## config.mk

```make
export PLATFORM = sky130hd
export DESIGN_NAME = nco_sweep_ctrl
export DESIGN_NICKNAME = d
export VERILOG_FILES = /design/src/rtl/nco_pkg.sv /design/src/rtl/nco_dwell_cnt.sv /design/src/rtl/nco_sweep_ctrl.sv
export SDC_FILE = /design/constraint.sdc
export NUM_CORES = 1
export LEC_CHECK = 0
export ABC_AREA = 1
export CORE_UTILIZATION = 61
export CTS_BUF_LIST = sky130_fd_sc_hd__clkbuf_8
export CTS_CLUSTER_SIZE = 16
export DETAILED_ROUTE_END_ITERATION = 10
export PLACE_DENSITY_LB_ADDON = 0.1
export RECOVER_POWER = 50
export SYNTH_ARGS = -nofsm -noshare
export SYNTH_HDL_FRONTEND = slang
export SYNTH_HIERARCHICAL = 1
export SYNTH_SLANG_ARGS = --single-unit
```

## constraint.sdc

```tcl
create_clock -name i_clk -period 4.8 [get_ports i_clk]
set_input_delay 0.72 -clock i_clk [delete_from_list [all_inputs] [get_ports i_clk]]
set_output_delay 0.72 -clock i_clk [all_outputs]
set_load 0.01 [all_outputs]
```

## src/rtl/nco_pkg.sv

```systemverilog
// ============================================================================
// nco_pkg : shared widths and sweep-FSM state encoding for the NCO sweeper
// Rev 1.0
// ============================================================================
`default_nettype none
`timescale 1ns/1ps

package nco_pkg;

   localparam int NCO_DW = 8;
   localparam int NCO_CW = 16;

   localparam logic [2:0] S_IDLE  = 3'd0;
   localparam logic [2:0] S_LOAD  = 3'd1;
   localparam logic [2:0] S_DWELL = 3'd2;
   localparam logic [2:0] S_STEP  = 3'd3;
   localparam logic [2:0] S_DONE  = 3'd4;

endpackage

`default_nettype wire

```

## src/rtl/nco_dwell_cnt.sv

```systemverilog
// ============================================================================
// nco_dwell_cnt : loadable down-counter, o_last flags a count of exactly 1
// Rev 1.0
// ============================================================================
`default_nettype none
`timescale 1ns/1ps

module nco_dwell_cnt
   import nco_pkg::*;
#(
   parameter int CW = NCO_CW
) (
   input  logic          i_clk,
   input  logic          i_rst,
   input  logic          i_load,
   input  logic [CW-1:0] i_val,
   input  logic          i_en,
   output logic          o_last
);

   logic [CW-1:0] count;

   always_ff @(posedge i_clk) begin
      if (i_rst) begin
         count <= '0;
      end else if (i_load) begin
         count <= i_val;
      end else if (i_en && (count != '0)) begin
         count <= count - CW'(1);
      end
   end

   assign o_last = (count == CW'(1));

endmodule

`default_nettype wire

```

## src/rtl/nco_sweep_ctrl.sv

```systemverilog
// ============================================================================
// nco_sweep_ctrl : steps NCO phase increment linearly from start to stop
// Rev 1.0
// ============================================================================
`default_nettype none
`timescale 1ns/1ps

module nco_sweep_ctrl
   import nco_pkg::*;
#(
   parameter int DW = NCO_DW,
   parameter int CW = NCO_CW
) (
   input  logic          i_clk,
   input  logic          i_rst,
   input  logic          i_start,
   input  logic          i_abort,
   input  logic          i_cont,
   input  logic [DW-1:0] i_f_start,
   input  logic [DW-1:0] i_f_stop,
   input  logic [DW-1:0] i_f_step,
   input  logic [CW-1:0] i_dwell,
   output logic [DW-1:0] o_dphase,
   output logic          o_ld,
   output logic          o_ce,
   output logic          o_busy,
   output logic          o_done
);

   logic [2:0]    state;
   logic [DW-1:0] cur;
   logic [DW-1:0] f_start_q;
   logic [DW-1:0] f_stop_q;
   logic [DW-1:0] f_step_q;
   logic [CW-1:0] dwell_q;
   logic          cont_q;

   logic [DW:0]   next_sum;
   logic          step_ok;
   logic          cnt_load;
   logic          cnt_en;
   logic          cnt_last;

   // Extra carry bit keeps the increment from wrapping past full scale.
   assign next_sum = {1'b0, cur} + {1'b0, f_step_q};
   assign step_ok  = (f_step_q != '0) && !next_sum[DW] && (next_sum[DW-1:0] <= f_stop_q);

   assign cnt_load = (state == S_LOAD) || (state == S_STEP);
   assign cnt_en   = (state == S_DWELL);

   nco_dwell_cnt #(
      .CW (CW)
   ) u_dwell_cnt (
      .i_clk  (i_clk),
      .i_rst  (i_rst),
      .i_load (cnt_load),
      .i_val  (dwell_q),
      .i_en   (cnt_en),
      .o_last (cnt_last)
   );

   always_ff @(posedge i_clk) begin
      if (i_rst) begin
         state     <= S_IDLE;
         cur       <= '0;
         f_start_q <= '0;
         f_stop_q  <= '0;
         f_step_q  <= '0;
         dwell_q   <= '0;
         cont_q    <= 1'b0;
      end else if (i_abort) begin
         state <= S_IDLE;
         cur   <= '0;
      end else begin
         case (state)
            S_IDLE: begin
               if (i_start) begin
                  state     <= S_LOAD;
                  cur       <= i_f_start;
                  f_start_q <= i_f_start;
                  f_stop_q  <= i_f_stop;
                  f_step_q  <= i_f_step;
                  dwell_q   <= (i_dwell == '0) ? CW'(1) : i_dwell;
                  cont_q    <= i_cont;
               end
            end
            S_LOAD: begin
               state <= S_DWELL;
            end
            S_DWELL: begin
               if (cnt_last) begin
                  state <= S_STEP;
               end
            end
            S_STEP: begin
               if (step_ok) begin
                  cur   <= next_sum[DW-1:0];
                  state <= S_DWELL;
               end else if (cont_q) begin
                  cur   <= f_start_q;
                  state <= S_LOAD;
               end else begin
                  state <= S_DONE;
               end
            end
            S_DONE: begin
               state <= S_IDLE;
               cur   <= '0;
            end
            default: begin
               state <= S_IDLE;
               cur   <= '0;
            end
         endcase
      end
   end

   assign o_dphase = cur;
   assign o_ld     = (state == S_LOAD);
   assign o_ce     = (state == S_DWELL);
   assign o_busy   = (state != S_IDLE);
   assign o_done   = (state == S_DONE);

endmodule

`default_nettype wire

```

* Word-level counts from Yosys, hierarchy flattened
Index checks and enable logic that the tools add are counted.
** Word-level totals
- Bits in registers :: 68
- Bits of input ports :: 45
- Output and inout port bits :: 12
- Word-level logic and storage cells :: 49
** Cells by class
- Add/subtract/negate cells :: 2
- $lt $le $gt $ge :: 1
- Eq/ne operators :: 8
- Muxes and demuxes :: 12
- Bitwise gates (word level) :: 2
- Reductions and logical operators :: 16
** Operators with widths (number)
- $mux W16 :: 3
- $mux W8 :: 3
- $pmux W8 S3 :: 1
- $eq A16 B1 Y1 const B :: 1
- $logic_not A16 Y1 :: 1
- $reduce_bool A16 Y1 :: 1
- $sub A16 B1 Y16 const B :: 1
- $mux W3 :: 4
- $pmux W3 S4 :: 1
- $add A8 B8 Y9 :: 1
- $le A8 B8 Y1 :: 1
- $reduce_bool A8 Y1 :: 1
- $eq A3 B2 Y1 const B :: 2
- $reduce_and A3 Y1 :: 2
- $ne A2 B2 Y1 const B :: 2
- $reduce_or A2 Y1 :: 2
- $eq A3 B1 Y1 const B :: 1
- $eq A3 B3 Y1 const B :: 1
- $logic_and A1 B1 Y1 :: 3
- $logic_not A3 Y1 :: 1
- $ne A3 B3 Y1 const B :: 1
- $reduce_bool A3 Y1 :: 1
- $not A1 Y1 :: 2
- $reduce_and A2 Y1 :: 1
- other kinds (3) :: 3

* Logic depth before layout (Yosys ltp)
- Depth in word-level cells :: 6
- Depth in mapped cells :: 21
- Mapped depth without buffers :: 20

* Modules after synthesis
Netlist, hierarchy kept.
** By module, submodules not included
- nco_sweep_ctrl :: instances 1, cells an instance 410, area an instance 2847.7 um^2, seq. area each 1041.0 um^2
- nco_dwell_cnt :: instances 1, cells an instance 213, area an instance 1267.5 um^2, seq. area each 320.3 um^2

* Worst setup path after synthesis
No wires, ideal clock.
- Path type :: register to register
- From :: reg cur[0], in the netlist o_dphase[0]
- To :: reg cur[0], in the netlist o_dphase[0]
- Library setup time :: 0.113 ns
- Arrival time :: 2.584 ns
- Slack :: 2.103 ns
- Cell stages (with the launch flop) :: 18
- Path buffers :: 1
- Clock period less this slack :: 2.697 ns
- Path through :: dfxtp_1 > ha_1 > inv_1 > fa_1 > nor2_2 > nor2_4 > xnor2_1 > ha_1 > nand2_1 > nor2_1 > nand4_1 > nand2_2 > nand2_8 > nand3_4 > nand2_4 > buf_8 > nor2_1 > nor2_1
** Between the ends
- Cells in the longest elaborated chain, start to end :: 6
- Elaborated cells on any way between the ends :: 9
** Ends and longest elaborated chain
- start: declaration :: line nco_sweep_ctrl.sv:31 : logic [DW-1:0] cur;
- start signal: assignment :: line nco_sweep_ctrl.sv:79 : cur <= i_f_start;
- start signal: assignment :: line nco_sweep_ctrl.sv:97 : cur <= next_sum[DW-1:0];
- start signal: assignment :: line nco_sweep_ctrl.sv:100 : cur <= f_start_q;
- $add A8 B8 Y9 (*) :: line nco_sweep_ctrl.sv:45 : assign next_sum = {1'b0, cur} + {1'b0, f_step_q};
- parallel branches: the longest is 5 deep, another holds $le A8 B8 Y1
Every way passes the cells marked *.
A chain may end at the register's enable or synchronous reset.

==> insert_results.sql <==
INSERT INTO impl_metrics (metric_group, metric, value, unit) VALUES
('route', 'detail_route.iter0.violations', '174', ''),
('clocking', 'post_cts_resize_count', '0', ''),
('cells_and_area', 'layoutNonFillerInstCount', '755', ''),
('timing', 'timing_max_transition_violations_final', '0', ''),
('timing', 'achievable-frequency', '319', 'MHz'),
('die', 'placeableCoreArea', '6420', 'sq um'),
('global_route', 'number_of_global_route_vias_before_repair', '3903', ''),
('synthesis', 'yosys-top-cells-area', 'sky130_fd_sc_hd__dfxtp_1 33%, sky130_fd_sc_hd__nand2_1 13%, sky130_fd_sc_hd__nor2_1 9.9%', ''),
('route', 'via_count', '4126', ''),
('outcome', 'outcome', 'finished with violations', ''),
('route', 'routedWlPerCell', '14.1', 'um'),
('critical_path', 'ws_path_type', 'in2reg', ''),
('synthesis', 'syn_nets', '687', ''),
('global_route', 'global_route_wire_length_before_repair', '17700', 'um'),
('cells_and_area', 'multiInputGateArea', '2370', 'sq um'),
('route', 'avgViaCountPerCell', '5.46', ''),
('power_and_ir_drop', 'worst_ir_drop_vdd', '214', 'uV'),
('place', 'placedInstanceArea', '4690', 'sq um'),
('synthesis', 'synth-async-reset-ratio', '0', ''),
('clocking', 'clk_transition_reported_paths', '0.08', 'ns'),
('cells_and_area', 'layout-drive-gt1-share', '0.0737', ''),
('timing', 'setup-tns-final', '0', 'ns'),
('die', 'die_h', '84.1', 'um'),
('cells_and_area', 'seq_area', '1360', 'sq um'),
('route', 'wirelength', '10600', 'um'),
('timing', 'timing.final.crit_share', '0.653', ''),
('synthesis', 'synthesis.area', '4120', 'sq um'),
('timing', 'hold_violations_final', '0', ''),
('clocking', 'tritoncts_clock_tree', 'done', ''),
('cells_and_area', 'layout.core_utilization', '0.759', ''),
('place', 'port_buffers', '56', ''),
('clocking', 'cts_inserted_buffers', '9', ''),
('clocking', 'cts.repair_timing.setup_buffer_count', '0', ''),
('critical_path', 'worst_path_largest_cell_delay', '0.87', 'ns'),
('clocking', 'clock_tree.htree_level_count', '3', ''),
('place', 'gp_congestion', '0.938', ''),
('synthesis', 'sequential_to_total_area_share_from_yosys_stat', '0.331', ''),
('clocking', 'clkLatencyLatePin', '0.35', 'ns'),
('flow_run', 'max_cap_violations', '0', ''),
('power_and_ir_drop', 'pwr_density_cell', '320', 'nW/um^2'),
('synthesis', 'yosys.area.top_type_share', '0.331', ''),
('route', 'detail-route-antenna-nets', '0', ''),
('outcome', 'failed_checks', 'DRC', ''),
('timing', 'rsz0062_at_grt', 'no', ''),
('power_and_ir_drop', 'power.total', '1.56', 'mW'),
('cells_and_area', 'areaGrowthSynthToFinish', '18.5', '%'),
('synthesis', 'avgSynthCellArea', '6.61', 'sq um'),
('synthesis', 'yosysWarningCount', '6', ''),
('route', 'detailedRoute.firstPassIterationCount', '8', ''),
('timing', 'setup_viol', '0', ''),
('place', 'place.detailed.instances', '739', ''),
('critical_path', 'r2r_setup_slack', '1.94', 'ns'),
('synthesis', 'synth_enable_flop_cells', '0', ''),
('synthesis', 'post_synth_inst_count', '623', ''),
('route', 'drc', '2', ''),
('timing', 'finClkSkew', '0.00714', 'ns'),
('die', 'placement_rows', '29', ''),
('critical_path', 'worst_setup_path_end_kind', 'flop', ''),
('global_route', 'initial_antenna_violation_count', '0', ''),
('synthesis', 'synth-main-ff-cell', 'sky130_fd_sc_hd__dfxtp_1', ''),
('clocking', 'total_number_of_clock_tree_sinks', '68', ''),
('critical_path', 'timing.critical_path.from_type', 'input port', ''),
('synthesis', 'synth-seq-cells', '68', ''),
('clocking', 'ctsLongestPathBuffers', '2', ''),
('place', 'post-dp-hpwl', '7780', 'um'),
('worst_hold_path', 'whs_path_depth', '2', ''),
('timing', 'slew-limit-headroom', '0.0609', ''),
('clocking', 'holdBufCountCts', '0', ''),
('global_route', 'grtUsageTotal', '0.320', ''),
('global_route', 'grt_remaining_overflow', '0', ''),
('critical_path', 'worst_r2r_path_depth', '18', '');
==> final timing paths <==
kind,startpoint,end
worst max-delay path,i_rst,f_step_q[1]
worst max register to register,o_dphase[0],o_dphase[5]
worst min register to register,f_start_q[2],f_start_q[2]
worst min-delay path,f_start_q[2],f_start_q[2]
==> flip-flops by register name, summed over array words and instances (netlist names) <==
name and count:
f_step_q 8, f_start_q 8, state 3, cont_q 1, dwell_q 16, f_stop_q 8
u_dwell_cnt/count 16, o_dphase 8
==> logic make-up (layout without fill, tap and decap cells) <==
family	Yosys count	after routing	share of synthesized area
AND/OR/NAND/NOR	356	356	0.402
adder cells (fa/ha/maj)	19	19	0.0596
buffers and inverters	92	147	0.0915
XOR/XNOR	4	4	0.00851
AO/OA/AOI/OAI	84	84	0.108
flip-flops	68	68	0.331
==> cell usage in the layout (no fill, tap or decap), types with 3 or more instances in the layout <==
master	Yosys	layout
sky130_fd_sc_hd__a21oi_1	34	34
sky130_fd_sc_hd__clkbuf_1	14	3
sky130_fd_sc_hd__clkbuf_8	0	10
sky130_fd_sc_hd__clkdlybuf4s50_1	0	46
sky130_fd_sc_hd__dfxtp_1	68	68
sky130_fd_sc_hd__dlygate4sd3_1	0	10
sky130_fd_sc_hd__ha_1	18	18
sky130_fd_sc_hd__inv_1	69	69
sky130_fd_sc_hd__nand2_1	145	145
sky130_fd_sc_hd__nand2_2	10	10
sky130_fd_sc_hd__nand2_4	4	4
sky130_fd_sc_hd__nand3_1	46	46
sky130_fd_sc_hd__nand3b_1	4	4
sky130_fd_sc_hd__nand4_1	13	13
sky130_fd_sc_hd__nor2_1	109	109
sky130_fd_sc_hd__nor2_2	4	4
sky130_fd_sc_hd__nor2_4	6	6
sky130_fd_sc_hd__nor3_1	2	3
sky130_fd_sc_hd__nor4_1	4	4
sky130_fd_sc_hd__o21ai_0	39	39
sky130_fd_sc_hd__o21ai_1	3	3
sky130_fd_sc_hd__xnor2_1	3	3
==> report_power, final <==
part	leakage (nW)	switching (mW)	internal, mW
Sequential	0.557	0.0285	0.601
Clock	0.0983	0.232	0.253
Combinational	1.60	0.276	0.172
==> per-layer routing <==
| metal | wire length (um) | vias up | GRT usage |
|---|---|---|---|
| met2 | 5340 | 100 | 0.567 |
| met4 | 348 | 0 | 0.163 |
| li1 | - | 2092 | - |
| met5 | 0 | - | 0 |
| met3 | 495 | 27 | 0.0541 |
| met1 | 4450 | 1907 | 0.372 |
==> critical path: cells and delay by family <==
kind | cells | cell delay (ns)
AO/OA/AOI/OAI | 2 | 0.43
buffers and inverters | 3 | 2.16
==> cells in the mapped netlist (all sizes together) (7+ instances only) <==
cell and instances:
nor2 121, clkbuf 14, o21ai 42, dfxtp 68, ha 18, a21oi 35
nand3 47, inv 71, buf 7, nand2 160, nand4 13
==> final cells by class <==
cell class / instances / area share
Clock buffer: 10 / 0.0282
Timing Repair Buffer: 60 / 0.119
Inverter: 71 / 0.0546
Multi-Input combinational cell: 463 / 0.486
Tap cell: 77 / 0.0198
Sequential cell: 68 / 0.279
Clock inverter: 6 / 0.0131
Power figures use the tool's default switching activity.
==> RTL change 1, RTL diff (config.mk and constraints unchanged) <==
Put a register stage on the outputs `o_ld`, `o_ce`, `o_busy` and `o_done`, cleared by the reset. The values now appear one clock later. The other outputs are not delayed to match.
--- a/src/rtl/nco_sweep_ctrl.sv
+++ b/src/rtl/nco_sweep_ctrl.sv
@@ -118,6 +118,15 @@
    assign o_dphase = cur;
-   assign o_ld     = (state == S_LOAD);
-   assign o_ce     = (state == S_DWELL);
-   assign o_busy   = (state != S_IDLE);
-   assign o_done   = (state == S_DONE);
+   always_ff @(posedge i_clk) begin
+      if (i_rst) begin
+         o_ld   <= '0;
+         o_ce   <= '0;
+         o_busy <= '0;
+         o_done <= '0;
+      end else begin
+         o_ld   <= (state == S_LOAD);
+         o_ce   <= (state == S_DWELL);
+         o_busy <= (state != S_IDLE);
+         o_done <= (state == S_DONE);
+      end
+   end
 
Check against the original RTL: not equivalent (Yosys sat finds a counterexample within 4 cycles, from zero or initial values and one cycle with i_rst high).
==> RTL change 1 against the unedited design <==
- the run still ends with design-rule violations left
- critical path depth up 14
- clock power decreased by 6.6%
- synthesized area grew 1.7%
- wire length shrank 1.9%
- worst setup slack improved by 0.10 ns
- sequential cell count is 4 higher
- power about the same
- design area up 1.4%
- highest routed layer unchanged
==> RTL change 1: results (changes against the unedited design) <==
Yosys
  • Seq/Total Area, Yosys: 0.3443 (+0.01349)
  • Adder-cell share of the synthesized area: 0.05858 (-0.001015)
  • Net count after synthesis: 692 (+0.73%)
  • Post-synth top cells: nand2_1, nor2_1, dfxtp_1
  • Top post-synthesis cells by area: dfxtp_1, nand2_1, nor2_1, inv_1, nand3_1
  • Post-synthesis compound-gate area fraction: 0.1034 (-0.004224)
  • Post-Synth XOR/XNOR Area: 0.008368 (-0.0001450)
  • Post-synth cell types: 37 (-2.6%)
  • Synth warnings: 6 (unchanged)

Critical path
  • Crit path arrival time: 3.28 ns (-0.04 ns)
  • CP Max Fanout: 16 (-52%)
  • Gate family responsible for the most delay along the worst path: simple AND/OR/NAND/NOR gates
  • Reg2reg end: o_dphase[7]$_SDFFE_PP0P_
  • Max incr delay on CP: 0.42 ns (-0.45 ns)
  • R2R Setup Slk: 1.77 ns (-0.17 ns)
  • FF-to-FF path depth: 19 (+1)
  • Slowest-stage cell, CP: fa_1

STA
  • Clock skew: 0.006228 ns (-0.0009104 ns)
  • Worst slew margin relative to its limit: 0.2132 (+0.1523)

Outcome
  • Failing checks: design-rule violations
  • Status: complete, but fails checks

Global routing
  • Global Route Usage Sum: 0.3109 (-0.009029)
  • First-pass GRT wire length: 17.91 mm (+1.2%)
  • Pin count of the biggest net entering global routing: 35 (-2.8%)
  • Initial antenna violation count: 0 (unchanged)

Final layout
  • Layout Nets: 743 (+0.81%)
  • Fraction of layout cells with a size suffix above 1: 0.07164 (-0.002109)
  • # diodes: 0 (unchanged)

Clock tree
  • Clock transition at path regs: 0.08 ns (about the same)
  • CTS buffer count: 9 (unchanged)
  • Clk_lat worst skew: 0.35 ns (about the same)
  • H-tree levels: 3 (unchanged)
  • Post CTS Setup Buffer Count: 0 (unchanged)

Place
  • DP HPWL: 7.762 mm (-0.18%)
  • RePlAce Congestion: 0.9174 (-2.2%)

Power and ir drop
  • Leak: 2.289 nW (+1.4%)
  • Peak supply drop: 0.2438 mV (+14%)

Hold path
  • Hold crit path type: reg -> reg
  • Min-delay src: state[1]$_SDFFE_PP0P_
  • Hold Crit Depth: 1 (-1)
  • Hold endpoint: o_done$_SDFF_PP0_

Routing
  • WL final: 10.42 mm (-1.9%)
  • 1st-iter DRT viols: 185 (+6.3%)
  • DRC: 1 (-1)
  • DR vias: 4,167 (+0.99%)
## RTL change 1: final cells by class
| type | instances | area (µm²) |
|---|---|---|
| multi-input combinational | 464 | 2374 |
| timing repair buffer | 61 | 586.8 |
| clock inverter | 6 | 43.79 |
| sequential | 72 | 1441 |
| inverter | 71 | 266.5 |
| clock buffer | 10 | 137.6 |
| fill | 521 | 1549 |
| tap | 77 | 96.34 |
## RTL change 1: logic make-up (layout without fill, tap and decap cells)
logic type | count (synthesis) | in the layout
and+or+nand+nor | 358 | 358
buffers and inverters | 92 | 148
DFF | 72 | 72
AOI/OAI and AO/OA | 83 | 83
xor gates and xnor gates | 4 | 4
adders and majority gates | 19 | 19
## RTL change 1: where the power goes
group | switching (W) | leakage (nW) | internal [W] | total, W
logic | 0.000274 | 1.61 | 0.000171 | 0.000444
registers | 0.0000294 | 0.589 | 0.000635 | 0.000664
clock network | 0.000250 | 0.0926 | 0.000204 | 0.000453
total | 0.000553 | 2.29 | 0.00101 | 0.00156
## RTL change 1: through the flow
| step | cells | hold WS (ns) | power [W] | setup slack, ns | instance area, µm² |
|---|---|---|---|---|---|
| detailed placement | 745 | 0.4409 | 0.001117 | 1.852 | 4776 |
| CTS | 761 | 0.4544 | 0.001562 | 1.790 | 4957 |
| global placement | 745 | 0.4376 | 0.001100 | 2.020 | 4776 |
| floorplan | 628 | 0.4182 | 0.0009941 | 2.113 | 4187 |
| global route | 761 | 0.4657 | 0.001651 | 1.533 | 4946 |
| finish | 761 | 0.4514 | 0.001562 | 1.766 | 4946 |
## RTL change 1: how the worst max path moves through the flow
stage                        startpoint                       end  depth (start not counted)
2_1_floorplan  o_dphase[0]$_SDFFE_PP0P_  o_dphase[0]$_SDFFE_PP0P_                         17
3_3_place_gp   o_dphase[0]$_SDFFE_PP0P_  o_dphase[6]$_SDFFE_PP0P_                         18
6_report       o_dphase[0]$_SDFFE_PP0P_  o_dphase[7]$_SDFFE_PP0P_                         19
5_1_grt        o_dphase[5]$_SDFFE_PP0P_  o_dphase[1]$_SDFFE_PP0P_                         19
4_1_cts        o_dphase[0]$_SDFFE_PP0P_  o_dphase[7]$_SDFFE_PP0P_                         18
3_5_place_dp   o_dphase[0]$_SDFFE_PP0P_  o_dphase[7]$_SDFFE_PP0P_                         18
## RTL change 1: per-layer routing
| metal | vias to the layer above | global-route usage | share of wire |
|---|---|---|---|
| li1 | 2114 | - | - |
| met1 | 1899 | 0.3362 | 0.40 |
| met2 | 120 | 0.5905 | 0.52 |
| met3 | 34 | 0.03988 | 0.040 |
| met4 | 0 | 0.1618 | 0.037 |
| met5 | - | 0 | 0 |
==> RTL change 2, RTL diff (same settings) <==
Without the edit above. Change the package constant `NCO_CW` from 16 to 8.
--- a/src/rtl/nco_pkg.sv
+++ b/src/rtl/nco_pkg.sv
@@ -10,3 +10,3 @@
    localparam int NCO_DW = 8;
-   localparam int NCO_CW = 16;
+   localparam int NCO_CW = 8;
 
Interface: changed (resized i_dwell); port bits go from 57 to 49. No check against the original RTL was run, so the function may have changed too.
==> RTL change 2 against the unedited design <==
- synthesized cell count decreased by 23%
- wire length down 31%
- critical path type is now reg -> reg
- synthesized area fell by 22%
- largest cell class unchanged
- power fell by 31%
- sequential cell count shrank 16
- final cell count decreased by 22%
- global-route usage decreased by 4.8 points
- worst setup slack better by 0.20 ns
- non-clock buffer count shrank 12
- die area down 21%
- design area is 22% lower
==> RTL change 2: results (changes against the unedited design) <==
Outcome
  • Status: finished clean

STA
  • Tightest Pin Transition: 0.8223 ns (-0.5864 ns)
  • Clock skew: 0.006419 ns (-0.0007191 ns)

Yosys
  • Seq/Total Area, Yosys: 0.3241 (-0.006686)
  • Post-Synth XOR/XNOR Area: 0.008181 (-0.0003325)
  • Post-Syn Area per Cell: 6.719 µm² (+1.7%)
  • Adder-cell share of the synthesized area: 0.08025 (+0.02066)
  • Post-synth cell types: 37 (-2.6%)
  • Most used DFF post-synth: dfxtp_1
  • Post-synth top cells: nand2_1, nor2_1, inv_1
  • Post-synthesis compound-gate area fraction: 0.1134 (+0.005730)

Power and ir drop
  • Peak supply drop: 0.1670 mV (-22%)
  • Leak: 1.748 nW (-23%)
  • Internal: 0.0006929 W (-32%)
  • Clock power share: 0.257 (-0.053)
  • Sequential fraction of design power: 0.447 (+0.044)

Critical path
  • Crit path launch: f_step_q[0]$_SDFFE_PP0P_
  • Max incr delay on CP: 0.44 ns (-0.43 ns)
  • CP Max Fanout: 16 (-52%)
  • Slowest-stage cell, CP: fa_1

Global routing
  • Vias in the first global route: 2,465 (-37%)
  • Pin count of the biggest net entering global routing: 44 (+22%)
  • Met2 usage: 0.4134 (-0.1537)
  • Global Route Usage Sum: 0.2714 (-0.04848)
  • Met1 usage: 0.4012 (+0.02917)
  • GR Util met3: 0.03794 (-0.01614)
  • First-pass GRT wire length: 11.53 mm (-35%)

Clock tree
  • CTS buffer count: 5 (-4)
  • Clk_lat worst skew: 0.32 ns (-0.03 ns)

Final layout
  • Fraction of layout cells with a size suffix above 1: 0.06346 (-0.01028)
  • Final Non-Filler Cells: 590 (-22%)

Routing
  • Wl on met1: 3.622 mm (-19%)
  • DR vias: 3,094 (-25%)
  • 1st-iter DRT viols: 168 (-3.4%)
  • Met3 wire length: 376 µm (-24%)
  • WL final: 7.379 mm (-31%)
  • First-pass iteration count of the detailed router: 4 (-4)

Place
  • RePlAce Congestion: 0.9009 (-4.0%)
  • Placed Cells: 582 (-21%)

Hold path
  • Min-delay src: f_stop_q[3]$_SDFFE_PP0P_
[RTL change 2: cell count changes in the layout (fill, tap and decap cells not counted), moves of 5 or more]
cell	unedited run	this run
nor2_1	109	84
clkdlybuf4s50_1	46	36
nand2_1	145	98
dfxtp_1	68	52
nand3_1	46	37
a21oi_1	34	25
clkbuf_8	10	5
[RTL change 2: final timing paths]
| check | slack, ns | cells after the start | to |
|---|---|---|---|
| setup / recovery | 1.86 | 18 | o_dphase[3]$_SDFFE_PP0P_ |
| hold / removal | 0.47 | 2 | f_stop_q[3]$_SDFFE_PP0P_ |
| setup reg to reg | 1.86 | 18 | o_dphase[3]$_SDFFE_PP0P_ |
| hold reg to reg | 0.47 | 2 | f_stop_q[3]$_SDFFE_PP0P_ |
[RTL change 2: per-stage QoR]
| step | cell area, µm² | setup WS (ns) | total power, W |
|---|---|---|---|
| floorplan | 3212 | 2.109 | 0.0007179 |
| global placement | 3695 | 1.905 | 0.0007958 |
| detailed placement | 3695 | 1.762 | 0.0008079 |
| CTS | 3790 | 1.874 | 0.001079 |
| global route | 3782 | 1.643 | 0.001137 |
| finish | 3782 | 1.863 | 0.001078 |
[RTL change 2: area by class of cell]
| class | count | area (µm²) |
|---|---|---|
| Clock inverter | 3 | 26.28 |
| Inverter | 68 | 255.2 |
| Multi-Input combinational cell | 344 | 1823 |
| Fill cell | 432 | 1292 |
| Timing Repair Buffer | 48 | 480.5 |
| Tap cell | 70 | 87.58 |
| Clock buffer | 5 | 68.82 |
| Sequential cell | 52 | 1041 |
[RTL change 2: worst max-delay path: cells and delay by family, from the launching register on]
kind          cells  cell delay [ns]
xor+xnor          1             0.16
flops             1             0.40
fa+ha+maj         3             0.92
simple gates     13             1.31
buf+inv           1             0.05
